==> src/rtl/uart_rx_pkg.sv <==
// Shared UART receive definitions: FSM state encoding, frame constants and the
// oversample tick divisor calculation.
package uart_rx_pkg;

    typedef enum logic [2:0] {
        IDLE,
        START,
        DATA,
        STOP,
        BREAK
    } rx_state_t;

    localparam int DATA_BITS = 8;

    // Clocks per oversample tick, truncated; never below one so the tick still exists.
    function automatic int tick_div(input int clk_freq, input int baud_rate, input int oversample);
        int d;
        d = clk_freq / (baud_rate * oversample);
        return (d < 1) ? 1 : d;
    endfunction

endpackage

==> src/rtl/uart_rx_tick.sv <==
// Free-running oversample tick generator: one-cycle pulse every DIV clocks,
// running continuously so idle and active frames share the same tick phase.
module uart_rx_tick #(
    parameter int DIV = 325
) (
    input  logic clk,
    input  logic rst,
    output logic tick
);

    localparam int CW = (DIV > 1) ? $clog2(DIV) : 1;

    logic [CW-1:0] cnt_reg;

    always_ff @(posedge clk or negedge rst) begin
        if (!rst) begin
            cnt_reg <= '0;
        end else if (cnt_reg == CW'(DIV - 1)) begin
            cnt_reg <= '0;
        end else begin
            cnt_reg <= cnt_reg + 1'b1;
        end
    end

    assign tick = (cnt_reg == CW'(DIV - 1));

endmodule

==> src/rtl/uart_rx.sv <==
// 8N1 UART receiver: synchronises rx, validates the start bit at mid-bit and
// samples each data/stop bit mid-period on the oversample tick.
module uart_rx
    import uart_rx_pkg::*;
#(
    parameter int CLK_FREQ   = 50000000,
    parameter int BAUD_RATE  = 9600,
    parameter int OVERSAMPLE = 16
) (
    input  logic       clk,
    input  logic       rst,
    input  logic       rx,
    output logic [7:0] data,
    output logic       rx_valid,
    output logic       frame_err,
    output logic       rx_busy
);

    localparam int DIV    = tick_div(CLK_FREQ, BAUD_RATE, OVERSAMPLE);
    localparam int SCNT_W = $clog2(OVERSAMPLE);

    localparam logic [SCNT_W-1:0] HALF_LAST = SCNT_W'(OVERSAMPLE / 2 - 1);
    localparam logic [SCNT_W-1:0] FULL_LAST = SCNT_W'(OVERSAMPLE - 1);
    localparam logic [2:0]        LAST_BIT  = 3'(DATA_BITS - 1);

    logic tick;
    logic rx_meta_reg, rx_s;

    rx_state_t         state_reg, state_next;
    logic [SCNT_W-1:0] scnt_reg, scnt_next;
    logic [2:0]        bcnt_reg, bcnt_next;
    logic [7:0]        shift_reg, shift_next;
    logic [7:0]        data_reg, data_next;
    logic              valid_reg, valid_next;
    logic              ferr_reg, ferr_next;

    uart_rx_tick #(.DIV(DIV)) u_tick (
        .clk  (clk),
        .rst  (rst),
        .tick (tick)
    );

    // Synchroniser resets high so a reset never looks like a start edge.
    always_ff @(posedge clk or negedge rst) begin
        if (!rst) begin
            rx_meta_reg <= 1'b1;
            rx_s        <= 1'b1;
        end else begin
            rx_meta_reg <= rx;
            rx_s        <= rx_meta_reg;
        end
    end

    always_ff @(posedge clk or negedge rst) begin
        if (!rst) begin
            state_reg <= IDLE;
            scnt_reg  <= '0;
            bcnt_reg  <= '0;
            shift_reg <= '0;
            data_reg  <= '0;
            valid_reg <= 1'b0;
            ferr_reg  <= 1'b0;
        end else begin
            state_reg <= state_next;
            scnt_reg  <= scnt_next;
            bcnt_reg  <= bcnt_next;
            shift_reg <= shift_next;
            data_reg  <= data_next;
            valid_reg <= valid_next;
            ferr_reg  <= ferr_next;
        end
    end

    always_comb begin
        state_next = state_reg;
        scnt_next  = scnt_reg;
        bcnt_next  = bcnt_reg;
        shift_next = shift_reg;
        data_next  = data_reg;
        valid_next = 1'b0;
        ferr_next  = 1'b0;

        case (state_reg)
            IDLE: begin
                if (!rx_s) begin
                    state_next = START;
                    scnt_next  = '0;
                end
            end
            START: begin
                if (tick) begin
                    if (scnt_reg == HALF_LAST) begin
                        // Line back high at mid start bit: treat as a glitch.
                        if (rx_s) begin
                            state_next = IDLE;
                        end else begin
                            state_next = DATA;
                            scnt_next  = '0;
                            bcnt_next  = '0;
                        end
                    end else begin
                        scnt_next = scnt_reg + 1'b1;
                    end
                end
            end
            DATA: begin
                if (tick) begin
                    if (scnt_reg == FULL_LAST) begin
                        shift_next[bcnt_reg] = rx_s;
                        scnt_next            = '0;
                        if (bcnt_reg == LAST_BIT) begin
                            state_next = STOP;
                        end else begin
                            bcnt_next = bcnt_reg + 1'b1;
                        end
                    end else begin
                        scnt_next = scnt_reg + 1'b1;
                    end
                end
            end
            STOP: begin
                if (tick) begin
                    if (scnt_reg == FULL_LAST) begin
                        if (rx_s) begin
                            data_next  = shift_reg;
                            valid_next = 1'b1;
                            state_next = IDLE;
                        end else begin
                            ferr_next  = 1'b1;
                            state_next = BREAK;
                        end
                    end else begin
                        scnt_next = scnt_reg + 1'b1;
                    end
                end
            end
            BREAK: begin
                if (rx_s) begin
                    state_next = IDLE;
                end
            end
            default: state_next = IDLE;
        endcase
    end

    assign data      = data_reg;
    assign rx_valid  = valid_reg;
    assign frame_err = ferr_reg;
    assign rx_busy   = (state_reg != IDLE);

endmodule

==> config.mk <==
export PLATFORM = sky130hd
export DESIGN_NAME = uart_rx
export DESIGN_NICKNAME = d
export VERILOG_FILES = /design/src/rtl/uart_rx_pkg.sv /design/src/rtl/uart_rx_tick.sv /design/src/rtl/uart_rx.sv
export SDC_FILE = /design/constraint.sdc
export NUM_CORES = 1
export LEC_CHECK = 0
export CELL_PAD_IN_SITES_DETAIL_PLACEMENT = 1
export CELL_PAD_IN_SITES_GLOBAL_PLACEMENT = 2
export CORE_ASPECT_RATIO = 0.9
export CORE_MARGIN = 4
export CORE_UTILIZATION = 42
export DETAILED_ROUTE_END_ITERATION = 16
export HOLD_SLACK_MARGIN = 0.06
export PLACE_DENSITY_LB_ADDON = 0.2
export SLEW_MARGIN = 40
export SYNTH_ARGS = -nofsm -noshare
export SYNTH_HDL_FRONTEND = slang
export SYNTH_SLANG_ARGS = --single-unit
==> constraint.sdc <==
create_clock -name clk -period 6.2 [get_ports clk]
set_input_delay 1.24 -clock clk [delete_from_list [all_inputs] [get_ports clk]]
set_output_delay 1.24 -clock clk [all_outputs]
set_load 0.005 [all_outputs]
==> impl_results.md, run 1 <==
* Outcome: finished, final reports clean
* Gates resized, CTS repair at 0
* Number of synthesized flops with an enable pin at 0
* Power density over cell area at 198 mW/mm^2
* Setup_tns at 0 ns
* Vias in the first global route at 1,441
* CTS sink cnt at 39
* Mapped Nets at 178
* Postcts setup bufs at 0
* Largest family of logic cells by synthesized area: simple AND/OR/NAND/NOR gates
* Nets at 188
* Synth cell types at 46
* Initial antenna violation count at 0
* Routed WL at 3970 um
* RSZ-0062 raised after global routing: no
* DR pass1 iterations at 4
* # diodes at 0
* Kind of critical path: flop to output port
* Max-cap violation count at 0
* Final Hold Violating Endpoints at 0
* Post-route ant nets at 0
* DRC Markers at 0
* Fraction of synthesized area in multiplexers at 11.6%
* Area of the die at 0.00575 sq mm
* Post-synthesis adder-cell area fraction at ~3.2%
* Reg clk slew, reported paths at 0.07 ns
* Simple-gate share of the synthesized area at roughly a fifth
* Final worst setup slack at 3.30 ns
* Tcrit/Tclk final at between 40% and 50%
* Post-Syn Area at between 0.0015 and 0.002 sq mm
* Share of cells above drive strength 1 at 18.2%
* Slew @ Worst Pin at 0.688 ns
* Synth Flop Type: dfrtp_1
* Hold Slack at 0.361 ns
* Starting density of the core at 43.3%
* Synth top area cells: dfrtp_1 (48%), mux2_2 (10%), ha_1 (3.2%)
* Pre-CTS WS at ~3.6 ns
* Worst path required time at 4.96 ns
* Worst rel slew slack at a little over half
* Xor/xnor share of the synthesized area at 4.08%
* CTS H-Tree Depth at 2
* GRT Residual Overflow at 0
* Max Fanout on Critical Path at 15
* FF+latch area at 978 sq um
* Max reg flops at 9
* DIE WIDTH at just under 80 um
* Max frequency at between 300 and 400 MHz
* Drt wl/cell at 16.3 um
* Worst Clk Skew at 0.00628 ns
* Clock Tree Buf Depth at 2
* CP arrival at 1.66 ns
* Yosys top cell area share at between 40% and 50%
* Iteration-0 DRC count of the detailed router at 44
* Vias/cell at 5.42
* #FFs+latches synth at 39
* Filler cells at 481
* First-pass GRT wire length at 6980 um
* HP Class: flop to flop
* GR Util All Layers at between 15 and 20%
* I/O Pins at 14
* Inserted Clock Buffers at 5
* CTS Hold Buffers Added at 0
* Largest net degree at the start of global routing at 40
* CTS tree: done
* Number of port buffers at 13
* Via count at 1,318
* Syn_area_per_cell at 11.4 sq um
* Post-route cell area at around 0.0022 sq mm
* Warnings, synthesis at 0
* Routability congestion estimate at 0.771
* Rows at 23
* Core area at 0.00446 sq mm
* Sequential-to-total area share from yosys stat at around half
* CTS root buf: clkbuf_8
* Post-synthesis compound-gate area fraction at 6.48%
* Skew-Pair Late Insertion Delay at 0.29 ns
* Worst VDD drop at 0.114 mV
* Post-DP Area at 0.00210 sq mm
* Final worst path period need at 2.90 ns
* DIE HEIGHT at between 70 and 80 um
* Worst setup SP type: flop
* Synth area leader: dfrtp_1
* Area Overhead vs Synth at 13.0%
* HPWL Detailed at 2760 um
* Multi-input gate area at 902 sq um
* Max Slew Vio Count at 0
* Final setup viols at 0
* CP endpoint kind: output port
* Asr flop ratio synth at 100%
* Leakage at 0.000983 uW
* Post-Syn Instances at 170
[cell type report]
class	instances	share of cell area, %
Tap cell	62	3.56
Clock inverter	2	0.573
Multi-Input combinational cell	118	41.3
Timing Repair Buffer	13	5.85
Sequential cell	39	44.8
Inverter	3	0.516
Clock buffer	6	3.33
[cell usage after synthesis (3+ instances only)]
cell type and number:
nand3_1 9, nor2_1 14, dfrtp_1 37, and3_1 9
clkbuf_1 7, mux2_2 18, xor2_1 5, nand2_1 5
o21ai_0 3, nor4_1 3, or3_1 3, ha_1 5
inv_1 3, xnor2_1 4, nand2b_1 5
[power breakdown]
| part | switching, uW | internal, uW | total [uW] |
|---|---|---|---|
| Sequential | 1.49 | 255 | 257 |
| Clock | 90.4 | 78.6 | 169 |
| Combinational | 5.06 | 1.27 | 6.33 |
| Total | 97.0 | 335 | 432 |
[through the flow]
stage | utilization (%) | instances | power (uW)
2_1_floorplan | - | 170 | 262
3_3_place_gp | 47.0 | 235 | 268
3_5_place_dp | 47.0 | 235 | 269
4_1_cts | 48.9 | 243 | 439
5_1_grt | 48.9 | 243 | 457
6_report | 48.9 | 243 | 432
[critical path, cell delays in order, from the launching register on]
cell and delay (ns):
dfrtp_1 0.53, or3_1 0.40, clkdlybuf4s50_1 0.45
[placed cells by master (no fill, tap or decap), types with 4 or more instances in the layout]
| cell | count |
|---|---|
| nand2b_1 | 5 |
| xnor2_1 | 4 |
| ha_1 | 5 |
| nand3_1 | 9 |
| clkdlybuf4s50_1 | 12 |
| nand2_1 | 5 |
| xor2_1 | 5 |
| nor2_1 | 14 |
| dfrtp_1 | 37 |
| clkbuf_8 | 5 |
| mux2_2 | 18 |
| and3_1 | 9 |
[final timing paths]
| kind | start | to | slack, ns | depth (start not counted) |
|---|---|---|---|---|
| setup / recovery | state_reg[0]$_DFFE_PN0P_ | rx_busy | 3.30 | 2 |
| hold / removal | rx_meta_reg$_DFF_PN1_ | rx_s$_DFF_PN1_ | 0.36 | 0 |
| setup reg to reg | u_tick.cnt_reg[0]$_DFF_PN0_ | data[7]$_DFFE_PN0P_ | 3.70 | 6 |
| hold reg to reg | rx_meta_reg$_DFF_PN1_ | rx_s$_DFF_PN1_ | 0.36 | 0 |
| max in group asynchronous | rst | rx_meta_reg$_DFF_PN1_ | 4.92 | 1 |
| min in group asynchronous | rst | scnt_reg[0]$_DFFE_PN0P_ | 0.90 | 1 |
[routing by layer]
layer  GRT usage, %  vias up  part of all wire, %
li1               -      639                    -
met1           20.3      659                   47
met2           26.5       15                   48
met3           4.22        5                  3.3
met4           4.01        0                  1.2
met5              0        -                    0
[logic make-up after synthesis]
| logic type | after synthesis |
|---|---|
| mux | 20 |
| compound gates | 17 |
| fa+ha+maj | 5 |
| buf+inv | 13 |
| simple gates | 67 |
| flops | 39 |
| xor+xnor | 9 |
(Power assumes the default switching activity.)
==> run 2: changes to the inputs <==
- CORE_UTILIZATION: 42 -> 35
- clock period: 6.2 -> 2.6 ns (I/O delays scaled with it)
==> run 2 against run 1 <==
Net effect:
- clock-buffer cell count down 1
- global-route usage down 2.0 points
- die area up 18%
- combinational power up 140%
- routed wire length up 3.7%
- sequential power up 140%
==> impl_results.md, run 2 (synthesis gave the netlist of run 1 again) <==
* Worst setup SP type: flop
* Inserted Clock Buffers at 5 (unchanged)
* Nets at 192 (+2.1%)
* Worst path required time at 2.79 ns (-2.17 ns)
* Max reg flops at 9 (unchanged)
* CP endpoint kind: flop
* Tcrit/Tclk final at 87.4%
* CTS root buf: clkbuf_8
* Postcts setup bufs at 0 (unchanged)
* # diodes at 0 (unchanged)
* Post-route ant nets at 0 (unchanged)
* CTS tree: done
* Worst stage delay on the critical path at 0.54 ns (about the same)
* Area Overhead vs Synth at 16.5%
* Max Fanout on Critical Path at 15 (unchanged)
* Kind of critical path: flop to flop
* Commonest non-fill, non-tap cells in the layout: dfrtp_1 (37), mux2_2 (18), nor2_1 (14), clkdlybuf4s50_1 (12)
* Final Hold Violating Endpoints at 0 (unchanged)
* Largest net degree at the start of global routing at 40 (unchanged)
* Reg clk slew, reported paths at 0.09 ns (+0.02 ns)
* Vias in the first global route at 1,504 (+4.4%)
* CTS sink cnt at 39 (unchanged)
* Slew @ Worst Pin at 0.447 ns (-0.241 ns)
* Commonest non-fill, non-tap cell in the layout: dfrtp_1
* I/O Pins at 14 (unchanged)
* Crit-path cells: or3b_1, or4_4, nor4b_2, mux2_1
* Grt met1 use at 18.4% (-1.9 points)
* Skew-Pair Late Insertion Delay at 0.30 ns (about the same)
* Via count at 1,355 (+2.8%)
* GRT Residual Overflow at 0 (unchanged)
* DR pass1 iterations at 4 (unchanged)
* Grt peak-use layer: met2
* HP Class: input pin to async pin
* CTS H-Tree Depth at 2 (unchanged)
* Core area at 0.00529 sq mm (+19%)
* Multi-input gate area at 902 sq um (unchanged)
* Iteration-0 DRC count of the detailed router at 52 (+18%)
* Routed WL at 4110 um (+3.7%)
* Max frequency at between 400 and 500 MHz
* Number of port buffers at 13 (unchanged)
* Fin util at 42.5% (-6.4 points)
* Drt wl/cell at 16.3 um (about the same)
* Worst VDD drop at 0.295 mV (+160%)
* Outcome: finished, final reports clean
* Met3 Track Usage GR at 3.15% (-1.1 points)
* Routability congestion estimate at 0.806 (+4.6%)
* Top delay family on crit path: simple AND/OR/NAND/NOR gates
* Power density over cell area at 511 mW/mm^2 (+160%)
* HPWL Detailed at 2890 um (+4.5%)
* RSZ-0062 raised after global routing: no
* Area of the die at 0.00677 sq mm (+18%)
* Starting density of the core at 36.5% (-6.8 points)
* Filler cells at 582 (+21%)
* Share of cells above drive strength 1 at 20.5% (+2.3 points)
* DIE WIDTH at 86.3 um (+8.6%)
* GRT met2 Usage at 22.2% (-4.3 points)
* Final worst path period need at 2.27 ns
* GR Util All Layers at 13.8% (-2.0 points)
* CP bufs+invs at 0 (-1)
* Clock Tree Buf Depth at 2 (unchanged)
* CP arrival at 2.46 ns (+0.80 ns)
* Max Slew Vio Count at 0 (unchanged)
* Gates resized, CTS repair at 0 (unchanged)
* Slowest CP cell: dfrtp_1
* Max-cap violation count at 0 (unchanged)
* First-pass GRT wire length at 7410 um (+6.2%)
* Leakage at 0.00102 uW (+3.6%)
* Vias/cell at 5.38 (-0.86%)
* Total power at 1150 uW (+170%)
* Final setup viols at 0 (unchanged)
* FF+latch area at 978 sq um (unchanged)
* Initial antenna violation count at 0 (unchanged)
* DRC Markers at 0 (unchanged)
* Worst rel slew slack at 69.4% (+15 points)
* Setup_tns at 0 ns (unchanged)
* CTS Hold Buffers Added at 0 (unchanged)
* Worst Clk Skew at 0.00828 ns (+0.00200 ns)
* Rows at 25 (+8.7%)
* DIE HEIGHT at 78.5 um (+8.5%)
[run 2: cell types whose count changed in the layout (fill, tap and decap cells not counted)]
cell / change
inv_6: +1
clkbuf_1: -1
bufinv_16: +1
clkinv_2: -1
buf_4: +4
[run 2: through the flow]
stage | worst slack [ns] | area [sq um] | hold slack [ns] | cells
CTS | 0.306 | 2250 | 0.195 | 252
finish | 0.329 | 2250 | 0.176 | 252
detailed placement | 0.363 | 2130 | 0.347 | 244
global placement | 0.367 | 2130 | 0.349 | 244
floorplan | 0.546 | 1930 | 0.224 | 170
global route | 0.258 | 2250 | 0.208 | 252
[run 2: worst paths after layout]
path / from / to / slack, ns / depth (start not counted)
hold reg to reg: rx_meta_reg$_DFF_PN1_ / rx_s$_DFF_PN1_ / 0.36 / 0
setup reg to reg: state_reg[0]$_DFFE_PN0P_ / shift_reg[2]$_DFFE_PN0P_ / 0.33 / 4
min in group clk: rx_meta_reg$_DFF_PN1_ / rx_s$_DFF_PN1_ / 0.36 / 0
setup / recovery: state_reg[0]$_DFFE_PN0P_ / shift_reg[2]$_DFFE_PN0P_ / 0.33 / 4
max in group asynchronous: rst / rx_s$_DFF_PN1_ / 2.06 / 1
hold / removal: rst / scnt_reg[3]$_DFFE_PN0P_ / 0.18 / 1
[run 2: where the power goes]
group,switching [uW],internal (uW),total [uW]
Combinational,12.0,3.02,15.0
Clock,232,289,521
Sequential,3.96,609,613
[run 2: layout make-up]
type / instances / area share, %
inverter: 3 / 0.501
timing repair buffer: 17 / 7.01
tap: 67 / 3.73
clock inverter: 3 / 2.06
sequential: 39 / 43.5
clock buffer: 5 / 3.06
multi-input combinational: 118 / 40.1
[run 2: layer usage]
layer,vias up,part of all wire (%)
li1,649,-
met1,677,47
met2,21,48
met3,8,3.6
met4,0,1.5
met5,-,0
==> patch, RTL diff (settings of run 2) <==
The parameter `BAUD_RATE` goes from 9600 to 19200.
--- a/src/rtl/uart_rx.sv
+++ b/src/rtl/uart_rx.sv
@@ -4,7 +4,7 @@
     import uart_rx_pkg::*;
 #(
     parameter int CLK_FREQ   = 50000000,
-    parameter int BAUD_RATE  = 9600,
+    parameter int BAUD_RATE  = 19200,
     parameter int OVERSAMPLE = 16
 ) (
     input  logic       clk,
Behaviour: same outputs for any inputs over 10 cycles, from zero or initial values and one cycle with rst low; that may be too few to reach the edited logic, so the function may still have changed.
==> patch against run 2 <==
- cell area is 2.5% lower
- wire length grew 0.53%
- worst setup slack gained 20 ps
- power decreased by 9.2%
- area after synthesis down 2.5%
- sequential cell count fell by 1
- clock power is 17% lower
- sequential share of layout area hardly changed
- maximum frequency increased by 0.90%
- critical path type unchanged
- largest cell class unchanged
- highest routed layer unchanged
==> patch: results (changes against run 2) <==
[status]
status = complete, no violations

[placed_design]
gp_congestion = 0.753  ; -6.6%
dp_cells = 243  ; -0.41%
place_area_um2 = 2100  ; -1.7%
hpwl_um = 2900  ; +0.58%

[worst_setup_path]
rrSetupSlack_ps = 350  ; +20 ps
crit_arrival_ps = 2430  ; -30 ps
endpoint = shift_reg[4]$_DFFE_PN0P_
reg2reg_depth = 6  ; +2
worstPathMaxFanout = 6  ; -9

[yosys]
syn_avg_cell_area_um2 = 11.3  ; -0.78%
syn_nets = 175  ; -1.7%
yosysSeqAreaShare_pct = 50.7  ; about the same
synthTopCellsByArea = dfrtp_1 (48%), mux2_2 (8.4%), ha_1 (3.3%)
ys_types = 47  ; +2.2%

[drt]
drtIter0Drc = 58  ; +12%
drt-total-wl_um = 4140  ; +0.53%

[grt]
grt_pass1_wl_um = 7130  ; -3.7%
grt_usage_pct = 13.6  ; -0.26 points
grt_max_degree = 39  ; -2.5%
antenna_found_initial = 0  ; unchanged

[pwr]
power.leakage_uw = 0.000952  ; -6.5%
p_clk_uw = 430  ; -17%
irDropWorstVdd_v = 0.000333  ; +13%
internal_power_uw = 810  ; -10%
combPwrFrac_pct = 1.6  ; +0.3 points
seqPwrFrac_pct = 57.3  ; +3.9 points

[cells_and_area]
drive_above_1_share_pct = 19.0  ; -1.5 points
nFillCells = 587  ; +0.86%
stdcell_count = 251  ; -0.40%

[timing]
post-route-period-util_pct = 86.6  ; -0.78 points
skew_ps = 5.91  ; -2.37 ps
relSlewSlack_pct = 52.4  ; -17 points

[patch: cell types whose count changed in the layout (fill, tap and decap cells not counted), sizes merged, moves of 3 or more]
cell,run 2,this run
and3,9,2
nand2,5,8
inv,4,7
nand2b,5,1
[patch: layout make-up]
class | instances | area, um^2 | share of cell area (%)
tap | 67 | 83.8 | 3.82
clock inverter | 2 | 12.5 | 0.571
timing repair buffer | 19 | 173 | 7.88
multi-input combinational | 112 | 861 | 39.3
clock buffer | 6 | 82.6 | 3.77
sequential | 38 | 953 | 43.5
inverter | 7 | 26.3 | 1.20
[patch: worst min-delay path by stage]
stage	start	end	slack [ps]	depth (start not counted)
2_1_floorplan	rst	bcnt_reg[0]$_DFFE_PN0P_	220	0
3_3_place_gp	rx_meta_reg$_DFF_PN1_	rx_s$_DFF_PN1_	350	0
3_5_place_dp	rx_meta_reg$_DFF_PN1_	rx_s$_DFF_PN1_	350	0
4_1_cts	rst	data[6]$_DFFE_PN0P_	200	1
5_1_grt	rst	shift_reg[7]$_DFFE_PN0P_	210	1
6_report	rst	data[7]$_DFFE_PN0P_	190	1
[patch: worst max-delay path, cell delays in order (launching register included)]
cell	delay [ps]
dfrtp_1	420
inv_1	70
ha_1	130
nand4b_1	230
or4_4	630
nor4b_2	310
mux2_1	360
[patch: cell families after synthesis]
| group | after synthesis | synth area share (%) |
|---|---|---|
| simple gates | 59 | 18.8 |
| flops | 38 | 50.7 |
| compound gates | 20 | 8.18 |
| mux | 20 | 11.8 |
| buf+inv | 17 | 3.59 |
| xor+xnor | 8 | 3.72 |
| fa+ha+maj | 5 | 3.32 |
[patch: routing by layer]
layer	part of all wire, %	GRT usage (%)	vias to the layer above
met2	46	20.3	24
met3	3.7	3.61	5
met4	1.3	4.27	0
met1	49	19.1	688
li1	-	-	643
met5	0	0	-
